`config.mk`:
```
export PLATFORM = sky130hd
export DESIGN_NAME = insn_decode_stage
export DESIGN_NICKNAME = d
export VERILOG_FILES = /design/src/rtl/isa_pkg.sv /design/src/rtl/insn_class_decode.sv /design/src/rtl/insn_decode_stage.sv
export SDC_FILE = /design/constraint.sdc
export NUM_CORES = 1
export LEC_CHECK = 0
export ABC_CLOCK_PERIOD_IN_PS = 1950
export CORE_MARGIN = 5
export CORE_UTILIZATION = 40
export DETAILED_ROUTE_END_ITERATION = 12
export GPL_TIMING_DRIVEN = 0
export HOLD_SLACK_MARGIN = 0.08
export PLACE_DENSITY = 0.79
export RECOVER_POWER = 50
export SYNTH_ARGS = -nofsm -noshare
export SYNTH_HDL_FRONTEND = slang
export SYNTH_SLANG_ARGS = --single-unit
export TNS_END_PERCENT = 20
```
`constraint.sdc`:
```
create_clock -name clock -period 1.95 [get_ports clock]
set_input_delay 0.39 -clock clock [delete_from_list [all_inputs] [get_ports clock]]
set_output_delay 0.39 -clock clock [all_outputs]
set_load 0.1 [all_outputs]
```
`src/rtl/isa_pkg.sv`:
```
// Shared ISA constants for the decode stage: opcodes, class bit indices and
// the architectural registers that some instructions use implicitly.
package isa_pkg;

    typedef enum logic [4:0] {
        OP_R    = 5'b00000,
        OP_J    = 5'b00001,
        OP_BNE  = 5'b00010,
        OP_JAL  = 5'b00011,
        OP_JR   = 5'b00100,
        OP_RI   = 5'b00101,
        OP_BLT  = 5'b00110,
        OP_SW   = 5'b00111,
        OP_LW   = 5'b01000,
        OP_SETX = 5'b10101,
        OP_BEX  = 5'b10110
    } opcode_e;

    localparam int CLS_R    = 0;
    localparam int CLS_RI   = 1;
    localparam int CLS_SW   = 2;
    localparam int CLS_LW   = 3;
    localparam int CLS_J    = 4;
    localparam int CLS_BNE  = 5;
    localparam int CLS_JAL  = 6;
    localparam int CLS_JR   = 7;
    localparam int CLS_BLT  = 8;
    localparam int CLS_BEX  = 9;
    localparam int CLS_SETX = 10;
    localparam int NUM_OPS  = 11;

    // Opcode owning each class bit, indexed by CLS_*.
    localparam opcode_e CLASS_OP [NUM_OPS] = '{
        OP_R, OP_RI, OP_SW, OP_LW, OP_J, OP_BNE, OP_JAL, OP_JR, OP_BLT, OP_BEX, OP_SETX
    };

    localparam logic [4:0] REG_RA     = 5'd31;
    localparam logic [4:0] REG_STATUS = 5'd30;

endpackage

```
`src/rtl/insn_class_decode.sv`:
```
// Combinational opcode classifier: one-hot class vector, illegal when no bit
// is set. Class bits beyond the defined opcodes are tied low.
module insn_class_decode
    import isa_pkg::*;
#(
    parameter int OPW    = 5,
    parameter int NCLASS = 11
) (
    input  logic [OPW-1:0]    i_op,
    output logic [NCLASS-1:0] o_class,
    output logic              o_illegal
);

    for (genvar k = 0; k < NCLASS; k++) begin : g_cls
        if (k < NUM_OPS) begin : g_op
            assign o_class[k] = (i_op == OPW'(CLASS_OP[k]));
        end else begin : g_none
            assign o_class[k] = 1'b0;
        end
    end

    assign o_illegal = ~|o_class;

endmodule

```
`src/rtl/insn_decode_stage.sv`:
```
// Registered decode stage between fetch and execute: classifies the opcode,
// extracts fields, and inserts a bubble on a load-use hazard.
module insn_decode_stage
    import isa_pkg::*;
#(
    parameter int XLEN   = 32,
    parameter int OPW    = 5,
    parameter int REGW   = 5,
    parameter int NCLASS = 11,
    parameter int STALLW = 16
) (
    input  logic              clock,
    input  logic              reset_n,
    input  logic              in_valid,
    output logic              in_ready,
    input  logic [XLEN-1:0]   in_insn,
    input  logic              flush,
    output logic              out_valid,
    input  logic              out_ready,
    output logic [NCLASS-1:0] out_class,
    output logic              out_illegal,
    output logic [REGW-1:0]   out_rd,
    output logic [REGW-1:0]   out_rs,
    output logic [REGW-1:0]   out_rt,
    output logic [XLEN-1:0]   out_imm,
    output logic [XLEN-1:0]   out_target,
    output logic [STALLW-1:0] stall_cnt
);

    localparam int TGTW = XLEN - OPW;
    localparam int IMMW = XLEN - OPW - 2 * REGW;

    logic [NCLASS-1:0] w_cls;
    logic              w_illegal;
    logic [REGW-1:0]   w_rd_fld, w_rs_fld, w_rt_fld;
    logic [REGW-1:0]   w_rd, w_rt;
    logic [XLEN-1:0]   w_imm, w_tgt;
    logic              w_use_rd, w_use_rs, w_use_rt, w_use_st;
    logic              w_ld_pending, w_hazard, w_hold;

    logic              r_valid;
    logic [NCLASS-1:0] r_class;
    logic              r_illegal;
    logic [REGW-1:0]   r_rd, r_rs, r_rt;
    logic [XLEN-1:0]   r_imm, r_target;
    logic [STALLW-1:0] r_stall;

    insn_class_decode #(
        .OPW    (OPW),
        .NCLASS (NCLASS)
    ) u_cls (
        .i_op      (in_insn[XLEN-1 -: OPW]),
        .o_class   (w_cls),
        .o_illegal (w_illegal)
    );

    assign w_rd_fld = in_insn[TGTW-1 -: REGW];
    assign w_rs_fld = in_insn[TGTW-REGW-1 -: REGW];
    assign w_rt_fld = in_insn[IMMW-1 -: REGW];
    assign w_imm    = {{(XLEN-IMMW){in_insn[IMMW-1]}}, in_insn[IMMW-1:0]};
    assign w_tgt    = {{OPW{1'b0}}, in_insn[TGTW-1:0]};

    // jal writes the return-address register, setx/bex use the status register.
    assign w_rd = w_cls[CLS_JAL]  ? REGW'(REG_RA)     :
                  w_cls[CLS_SETX] ? REGW'(REG_STATUS) : w_rd_fld;
    assign w_rt = w_cls[CLS_BEX]  ? REGW'(REG_STATUS) : w_rt_fld;

    assign w_use_rd = w_cls[CLS_SW] | w_cls[CLS_BNE] | w_cls[CLS_BLT] | w_cls[CLS_JR];
    assign w_use_rs = w_cls[CLS_R] | w_cls[CLS_RI] | w_cls[CLS_LW]
                    | w_cls[CLS_SW] | w_cls[CLS_BNE] | w_cls[CLS_BLT];
    assign w_use_rt = w_cls[CLS_R];
    assign w_use_st = w_cls[CLS_BEX];

    // r0 is hardwired, so a load into it never creates a dependency.
    assign w_ld_pending = r_valid & r_class[CLS_LW] & (r_rd != '0);
    assign w_hazard = in_valid & w_ld_pending &
                      ((w_use_rd & (w_rd_fld == r_rd)) |
                       (w_use_rs & (w_rs_fld == r_rd)) |
                       (w_use_rt & (w_rt_fld == r_rd)) |
                       (w_use_st & (REGW'(REG_STATUS) == r_rd)));

    assign w_hold   = r_valid & ~out_ready;
    assign in_ready = ~flush & ~w_hazard & ~w_hold;

    always_ff @(posedge clock or negedge reset_n) begin
        if (!reset_n) begin
            r_valid   <= 1'b0;
            r_class   <= '0;
            r_illegal <= 1'b0;
            r_rd      <= '0;
            r_rs      <= '0;
            r_rt      <= '0;
            r_imm     <= '0;
            r_target  <= '0;
        end else if (flush) begin
            r_valid <= 1'b0;
        end else if (w_hold) begin
            r_valid <= r_valid;
        end else if (w_hazard) begin
            r_valid <= 1'b0;
        end else if (in_valid && in_ready) begin
            r_valid   <= 1'b1;
            r_class   <= w_cls;
            r_illegal <= w_illegal;
            r_rd      <= w_rd;
            r_rs      <= w_rs_fld;
            r_rt      <= w_rt;
            r_imm     <= w_imm;
            r_target  <= w_tgt;
        end else begin
            r_valid <= 1'b0;
        end
    end

    // Counts every hazard cycle, independent of flush and hold.
    always_ff @(posedge clock or negedge reset_n) begin
        if (!reset_n) begin
            r_stall <= '0;
        end else if (w_hazard && (r_stall != '1)) begin
            r_stall <= r_stall + STALLW'(1);
        end
    end

    assign out_valid   = r_valid;
    assign out_class   = r_class;
    assign out_illegal = r_illegal;
    assign out_rd      = r_rd;
    assign out_rs      = r_rs;
    assign out_rt      = r_rt;
    assign out_imm     = r_imm;
    assign out_target  = r_target;
    assign stall_cnt   = r_stall;

endmodule

```
== After elaboration in Yosys (flattened, before gate mapping) ==
Cells that the tools add are included.
Word-level totals
  bits of input ports: 37
  bits in registers: 88
  word-level logic and storage cells: 66
Operators by class
  reductions and logical operators: 7
  eq/ne operators: 16
  add/subtract/negate cells: 1
  multiplexer cells: 7
  bitwise gates (word level): 26
Operators by type and width (number)
  $eq 5x3->1 const B: 4
  $add 16x1->16 const B: 1
  $ne 16x16->1 const B: 1
  $eq 5x5->1: 3
  $mux 5: 3
  $and 1x1->1: 11
  $or 1x1->1: 11
  $reduce_or 11->1: 1
  $eq 5x2->1 const B: 2
  $eq 5x5->1 const B: 2
  $eq 5x1->1 const B: 1
  $eq 5x4->1 const B: 1
  $eq 5x5->1 const A: 1
  $logic_not 5->1: 1
  $reduce_bool 5->1: 1
  $mux 1: 4
  $not 1->1: 4
  $reduce_and 4->1: 1
  $logic_and 1x1->1: 2
  $ne 2x2->1 const B: 1
  $logic_not 1->1: 1

== Longest topological paths before layout ==
Gate-level depths: netlist of the first run.
  depth in word-level cells: 19
  depth in mapped cells: 9
  depth with buffers taken out: 6

== Modules after synthesis ==
From an unflattened synthesis of the first run, not the netlist that was laid out.
Second synthesis, totals
  cells, all modules: 304
  area, all modules: 3656.0 um^2
Modules (own cells, without submodules)
  insn_decode_stage: instances 1, area each 3517.1 um^2, cells each 279
  insn_class_decode: instances 1, area each 138.9 um^2, cells each 25

== Worst setup path before layout of the first run ==
Ideal clock, no wire load.
  path type: register -> output
  from: register r_rd[4] (netlist: out_rd[4])
  to: output port in_ready
  stages on the path, launching flop included: 8
  setup slack: -1.303 ns
  buffers on the path: 2
  data required time: 1.560 ns
  arrival time: 2.863 ns
  path through: dfrtp_1 buf_2 xor2_1 nor3_1 a41o_1 o21ai_2 and3_1 clkbuf_1
Between the ends
  word-level cells in the longest chain between the ends: 9
RTL lines
  from (decl): RTL line insn_decode_stage.sv:44  | logic [REGW-1:0] r_rd, r_rs, r_rt;
  from (signal assigned): RTL line insn_decode_stage.sv:105  | r_rd <= w_rd;
  $eq 5x5->1, on equally long branches: RTL line insn_decode_stage.sv:77, insn_decode_stage.sv:78
  $and 1x1->1, on equally long branches: RTL line insn_decode_stage.sv:77, insn_decode_stage.sv:78
  $or 1x1->1: RTL line insn_decode_stage.sv:77  | ((w_use_rd & (w_rd_fld == r_rd)) |
  $or 1x1->1: RTL line insn_decode_stage.sv:78  | (w_use_rs & (w_rs_fld == r_rd)) |
  $or 1x1->1: RTL line insn_decode_stage.sv:79  | (w_use_rt & (w_rt_fld == r_rd)) |
  $and 1x1->1 (*): RTL line insn_decode_stage.sv:76  | assign w_hazard = in_valid & w_ld_pending &
  $not 1->1 (no source line) (*)
  $and 1x1->1 (*) (2 in a row): RTL line insn_decode_stage.sv:83  | assign in_ready = ~flush & ~w_hazard & ~w_hold;
  to (decl): RTL line insn_decode_stage.sv:15  | output logic in_ready,
Every way passes the cells marked *; elsewhere a longest branch is shown, timed or not.

== Final worst setup path of the first run ==
  from: register r_rd[3] (netlist: out_rd[3])
  to: output port in_ready
Same word-level chain as after synthesis.

==> metrics, run 1 <==
Switching Fraction 0.536; Post-Synth Simple-Gate Area 0.133; Synth area leaders dfrtp_1, mux2_4, buf_4; RSZ-0062 raised after global routing true; Mean Syn Cell Area around 12 µm²; Fmax slightly above 400 MHz; Synth area leader dfrtp_1; TritonCTS Buffers 9; Flop pwr share 0.273; Tmin final roughly 2500 ps; NumNets Final between 500 and 600; Critical Path RT about 1600 ps; final setup margin -504 ps; failing checks capacitance limit, slew limit, setup timing; Core Region 0.00920 mm²; Area growth, synth to finish 51.5%; Clock Latency Late Sink between 300 and 400 ps; Critical Path End Type output port; Setup Crit Path Kind reg2out; Psw 3310 µW; compound-gate portion of the synthesized area 0.0365; H-tree depth 3; die height ~110 µm; Syn Inst Count approximately 320; # diodes 0; Finished Core Util 0.616; vias in the first global route ~3000; Starting Density 0.406; Initial DRT Pass Iterations 4; post-DP HPWL around 7000 µm; die area around 0.011 mm²; Worst setup SP type register; flops & latches, synth 66; routed wire length between 10000 and 15000 µm; clk buf depth 2; Post-Synth XOR/XNOR Area 0.0703; wire length per cell between 15 and 20 µm; Final Hold Viols 0; Netlist Area Pre-Place between 0.003 and 0.004 mm²; Final Cycle Share 1.26; post-synthesis adder-cell area fraction 0.00335; final setup fails about 70; Buffers on Ports about 140; Max Cap Violations 1; maximum vdd drop 0.468 mV; total power divided by cell area between 1000 and 1500 mW/mm²; io pins between 100 and 150; LEAKAGE ~0.0027 µW; Vias/cell roughly 4.9; clock share of power 0.171; initial antenna violation count 0; Logic pwr share 0.556; status complete, but fails checks; CTS tree built; largest net degree at the start of global routing 67; # clock sinks 66; crit-path max FO 4; global route overflow 0; Yosys top cell area share 0.442; via count 2928; ANT nets after route 0; first-pass GRT wire length 15600 µm; post-synthesis mux area share 0.191; Fin Hold WS 443 ps; Slew @ Worst Pin 1640 ps; Die X-Extent roughly 110 µm; gpl congestion approximately 0.76; synth unique cells 40; clock root buffer clkbuf_8; gr usage total 0.172; Int Power 2870 µW; relative slew slack -0.0920; # rows 35; Synthesis Warnings 0; share of cells above drive strength 1 0.545; DRC 0; First DRT Iteration DRCs 126; largest family of logic cells by synthesized area multiplexers; sequential fraction of the synthesis area 0.442; Slew Viols, Final 67; Layout Skew about 13 ps; Worst-path clk slew roughly 80 ps; critical path arrival between 2000 and 2500 ps; Hold Path Class in2async; number of fill cells in the layout approximately 760
## layout by cell type (no fill, tap or decap), types with 3 or more instances in the layout
| cell type | count |
|---|---|
| buf_4 | 60 |
| dfrtp_1 | 53 |
| clkdlybuf4s15_2 | 49 |
| mux2_4 | 45 |
| clkdlybuf4s50_1 | 30 |
| clkbuf_2 | 30 |
| xor2_1 | 18 |
| buf_2 | 16 |
| nor2_1 | 13 |
| nand2_1 | 12 |
| nand3_1 | 11 |
| xnor2_1 | 10 |
| clkbuf_8 | 10 |
| nor3b_1 | 8 |
| dfrtp_2 | 8 |
| buf_12 | 7 |
| nor3_1 | 6 |
| inv_1 | 6 |
| nand2b_1 | 5 |
| conb_1 | 5 |
| dfrtp_4 | 5 |
| buf_6 | 4 |
| nand3b_1 | 4 |
| o21ai_0 | 3 |
| nor3_2 | 3 |
| a21oi_1 | 3 |
| mux2_2 | 3 |
| nand4_1 | 3 |
| and3_1 | 3 |
| nor2b_1 | 3 |
| a2bb2oi_1 | 3 |
| clkbuf_16 | 3 |
| dlygate4sd2_1 | 3 |
| clkdlybuf4s15_1 | 3 |
## area by class of cell
cell class	instances	area, µm²	share of cell area
Timing Repair Buffer	156	1410	0.248
Multi-Input combinational cell	188	1750	0.309
Buffer	54	484	0.0855
Clock buffer	10	138	0.0243
Clock inverter	6	42.5	0.00752
Inverter	6	22.5	0.00398
Sequential cell	66	1680	0.297
Tap cell	111	139	0.0245
## critical path: stages (launching register included)
cell and delay, ps:
dfrtp_4 480, buf_6 140, xor2_1 130, a211o_1 270
nor4_4 200, o21ai_2 110, and3_4 220, buf_12 160
## power by group through the flow
stage | Clock (µW) | Sequential [µW] | Combinational, µW
detailed placement | 0 | 1680 | 3590
floorplan | 0 | 2750 | 1730
CTS | 1090 | 1650 | 3490
finish | 1060 | 1690 | 3430
global placement | 0 | 1670 | 3570
global route | 1160 | 1720 | 3530
## flip-flops by register name (all words and copies together) (netlist names)
signal       count
out_class       11
out_illegal      1
stall_cnt       16
out_imm         16
out_target       7
out_rd           5
out_rt           5
out_rs           4
out_valid        1
## synth_stat cells
cell type   n
dfrtp_1    66
mux2_4     44
buf_4      42
xor2_1     20
nor2_1     13
nand2_1    12
nand3_1    11
xnor2_1    10
nor3_1      9
nor3b_1     8
buf_6       7
clkbuf_1    6
inv_1       6
nand2b_1    6
a21oi_1     4
a2bb2oi_1   4
and3_1      4
buf_2       4
mux2_2      4
nand3b_1    4
nor4_1      4
and4_1      3
nand4_1     3
nor2b_1     3
o21ai_0     3
a211o_1     1
a21o_1      1
a31o_2      1
a31oi_1     1
a41o_1      1
and3b_1     1
conb_1      1
ha_1        1
mux2i_1     1
nor3_2      1
nor4_4      1
nor4b_1     1
o21ai_2     1
o311ai_2    1
or3_4       1
## layer usage
| metal | routed length (µm) | track usage |
|---|---|---|
| met2 | 4760 | 0.277 |
| met4 | 159 | 0.0511 |
| met3 | 645 | 0.0554 |
| met5 | 0 | 0 |
| met1 | 4490 | 0.222 |
## logic make-up after synthesis
group | after synthesis
xor gates and xnor gates | 30
DFF | 66
other | 1
muxes | 49
buffers and inverters | 65
and+or+nand+nor | 85
adders and majority gates | 1
AOI/OAI and AO/OA | 18
## repair_timing
action | in CTS | in global routing
buffers inserted | 7 | 6
endpoints found under the setup margin | 170 | 82
resized for setup | 304 | 43
pin swaps | 6 | 9
cloned | 0 | 4
hold buffers | 0 | 0
## worst paths after layout
kind	to	from	slack (ps)	cells past startpoint
worst min-delay path	out_imm[9]	reset_n	440	1
worst min register to register	stall_cnt[5]	stall_cnt[5]	480	1
worst max-delay path	in_ready	out_rd[3]	-500	7
max in group asynchronous	out_rd[2]	reset_n	280	1
min in group clock	stall_cnt[5]	stall_cnt[5]	480	1
worst max register to register	out_class[5]	out_rd[3]	-450	10
## metrics by stage
stage | std cells | setup slack [ps] | total power [µW] | setup TNS, ps | area [µm²]
after floorplan | 319 | -419 | 4480 | -25430 | 3800
after global placement | 569 | -2190 | 5230 | -180760 | 5330
after detailed placement | 569 | -1660 | 5270 | -64910 | 5320
after CTS | 591 | -597 | 6230 | -33300 | 5530
after global routing | 597 | -590 | 6410 | -33640 | 5660
final | 597 | -504 | 6180 | -27070 | 5660
No activity file was read; power rests on OpenSTA's default activity.
==> inputs of run 2 (changes only) <==
--- a/config.mk
+++ b/config.mk
@@ -8,11 +8,13 @@
 export ABC_CLOCK_PERIOD_IN_PS = 1950
 export CORE_MARGIN = 5
 export CORE_UTILIZATION = 40
+export CTS_BUF_LIST = sky130_fd_sc_hd__clkbuf_8
 export DETAILED_ROUTE_END_ITERATION = 12
 export GPL_TIMING_DRIVEN = 0
 export HOLD_SLACK_MARGIN = 0.08
 export PLACE_DENSITY = 0.79
 export RECOVER_POWER = 50
+export SETUP_SLACK_MARGIN = 0.15
 export SYNTH_ARGS = -nofsm -noshare
 export SYNTH_HDL_FRONTEND = slang
 export SYNTH_SLANG_ARGS = --single-unit
==> run 2 against run 1 <==
The flow still finishes with violations (capacitance limit, slew limit, setup timing). Flip-flop and latch count did not move. Non-clock buffer count rose by 4. Sequential share of layout area fell by 0.57 points. Worst hold slack improved by 7.7 ps. Cell count rose by 0.67%. Critical path type unchanged.
==> metrics, run 2 (synthesis gave the netlist of run 1 again) <==
status complete, but fails checks; failing checks capacitance limit, slew limit, setup timing; ANT nets after route 0; NumNets Final ~520; RSZ-0062 raised after global routing true; Final Cycle Share 1.35; Post-Route Setup TNS -35660 ps; final setup fails between 60 and 70; # clock sinks 66; Initial DRT Pass Iterations 4; maximum vdd drop ~0.50 mV; Clock Latency Late Sink about 350 ps; TritonCTS Buffers 9; Finished Core Util 0.627; global route overflow 0; Worst setup SP type register; die area ~0.011 mm²; wire length per cell 16.4 µm; CP cell instances buf_6 -> xnor2_2 -> nand4_1 -> nor3_2 -> nand3b_1 -> and3_1 -> clkbuf_8 -> buf_12; gpl congestion ~0.76; crit-path max FO 5; slowest cell delay on critical path approximately 490 ps; most common cell after layout, fill and taps aside buf_4; relative slew slack -0.101; Multi-input gate area ~0.0017 mm²; Sequential Area about 0.0017 mm²; routed wire length between 9000 and 10000 µm; total power divided by cell area around 1100 mW/mm²; vias in the first global route ~3000; most frequent cells in the layout buf_4, clkdlybuf4s15_2, dfrtp_1; critical path's slowest cell dfrtp_4; first-pass GRT wire length 16000 µm; Fmax 380 MHz; Starting Density 0.406; number of fill cells in the layout around 770; share of cells above drive strength 1 0.549; Crit path max-delay family simple AND/OR/NAND/NOR gates; # diodes 0; Max Cap Violations 1; DRC 0; CTS tree built; Setup Crit Path Kind reg2out; critical path arrival 2240 ps; Hold Path Class in2async; Power, Total approximately 6300 µW; die height around 110 µm; initial antenna violation count 0; Area growth, synth to finish 54.4%; Die X-Extent between 100 and 150 µm; Slew Viols, Final 67; WP depth 8; Vias/cell between 4 and 5; post-DP HPWL ~7000 µm; Worst-path clk slew about 80 ps; R2R depth 11; final setup margin -684 ps; gr usage total 0.177; clk buf depth 2; Place WS -1660 ps; LEAKAGE between 0.002 and 0.003 µW; Slew @ Worst Pin between 1500 and 2000 ps; Post-Layout Cell Count 601; largest net degree at the start of global routing 67; Critical Path End Type output port; # rows 35; clock root buffer clkbuf_8; Layout Skew ~12 ps; Post-CTS Hold Buffers 0; First DRT Iteration DRCs ~150; Tmin final between 2000 and 3000 ps; Buffers on Ports 139; Core Region roughly 0.0092 mm²; Critical Path RT approximately 1600 ps; via count 2894; worst path buffer plus inverter count 3; Placed Cells incl. Taps 569; Final Hold Viols 0; H-tree depth 3; io pins between 100 and 150
run 2: path summary, 6_finish.rpt:
kind | to | slack (ps) | start
max | in_ready | -680 | out_rd[0]
min | out_imm[9] | 450 | reset_n
max reg2reg | out_imm[2] | -580 | out_rd[0]
min reg2reg | stall_cnt[5] | 480 | stall_cnt[5]
max in group asynchronous | out_rd[2] | 280 | reset_n
min in group clock | stall_cnt[5] | 480 | stall_cnt[5]
run 2: cell type report:
type	instances	area share
Buffer	59	0.0937
Clock buffer	10	0.0239
Clock inverter	6	0.00737
Inverter	6	0.00390
Multi-Input combinational cell	188	0.296
Sequential cell	66	0.291
Tap cell	111	0.0241
Timing Repair Buffer	155	0.260
run 2: what timing repair did:
action | in CTS | in global routing
endpoints found under the setup margin | 170 | 75
pin swaps | 5 | 4
buffers inserted | 8 | 5
resized for setup | 349 | 25
gates cloned | 3 | 0
run 2: power breakdown:
group | internal [µW] | leakage [µW] | switching [µW] | total (µW)
logic | 951 | 0.00180 | 2640 | 3590
registers | 1530 | 0.000814 | 124 | 1650
clock network | 495 | 0.0000882 | 569 | 1060
total | 2980 | 0.00271 | 3330 | 6310
run 2: metal layers:
| metal | global-route usage | up-vias | wire [µm] |
|---|---|---|---|
| met4 | 0.0484 | 0 | 157 |
| met5 | 0 | - | 0 |
| li1 | - | 1382 | - |
| met3 | 0.0590 | 11 | 702 |
| met1 | 0.225 | 1398 | 4260 |
| met2 | 0.287 | 103 | 4730 |
run 2: stage by stage:
step	cell area [µm²]	hold slack, ps
after global placement	5330	469
after detailed placement	5320	469
after global routing	5770	503
after floorplan	3800	94.4
after CTS	5750	174
final	5770	450
run 2: worst register-to-register path, stage by stage, from the launching register on:
cell,delay [ps]
dfrtp_4,490
buf_6,140
xnor2_2,150
nand4_1,230
nor3_2,230
nand3b_1,130
buf_4,160
buf_6,100
and4_4,190
buf_12,150
buf_12,160
mux2_4,300
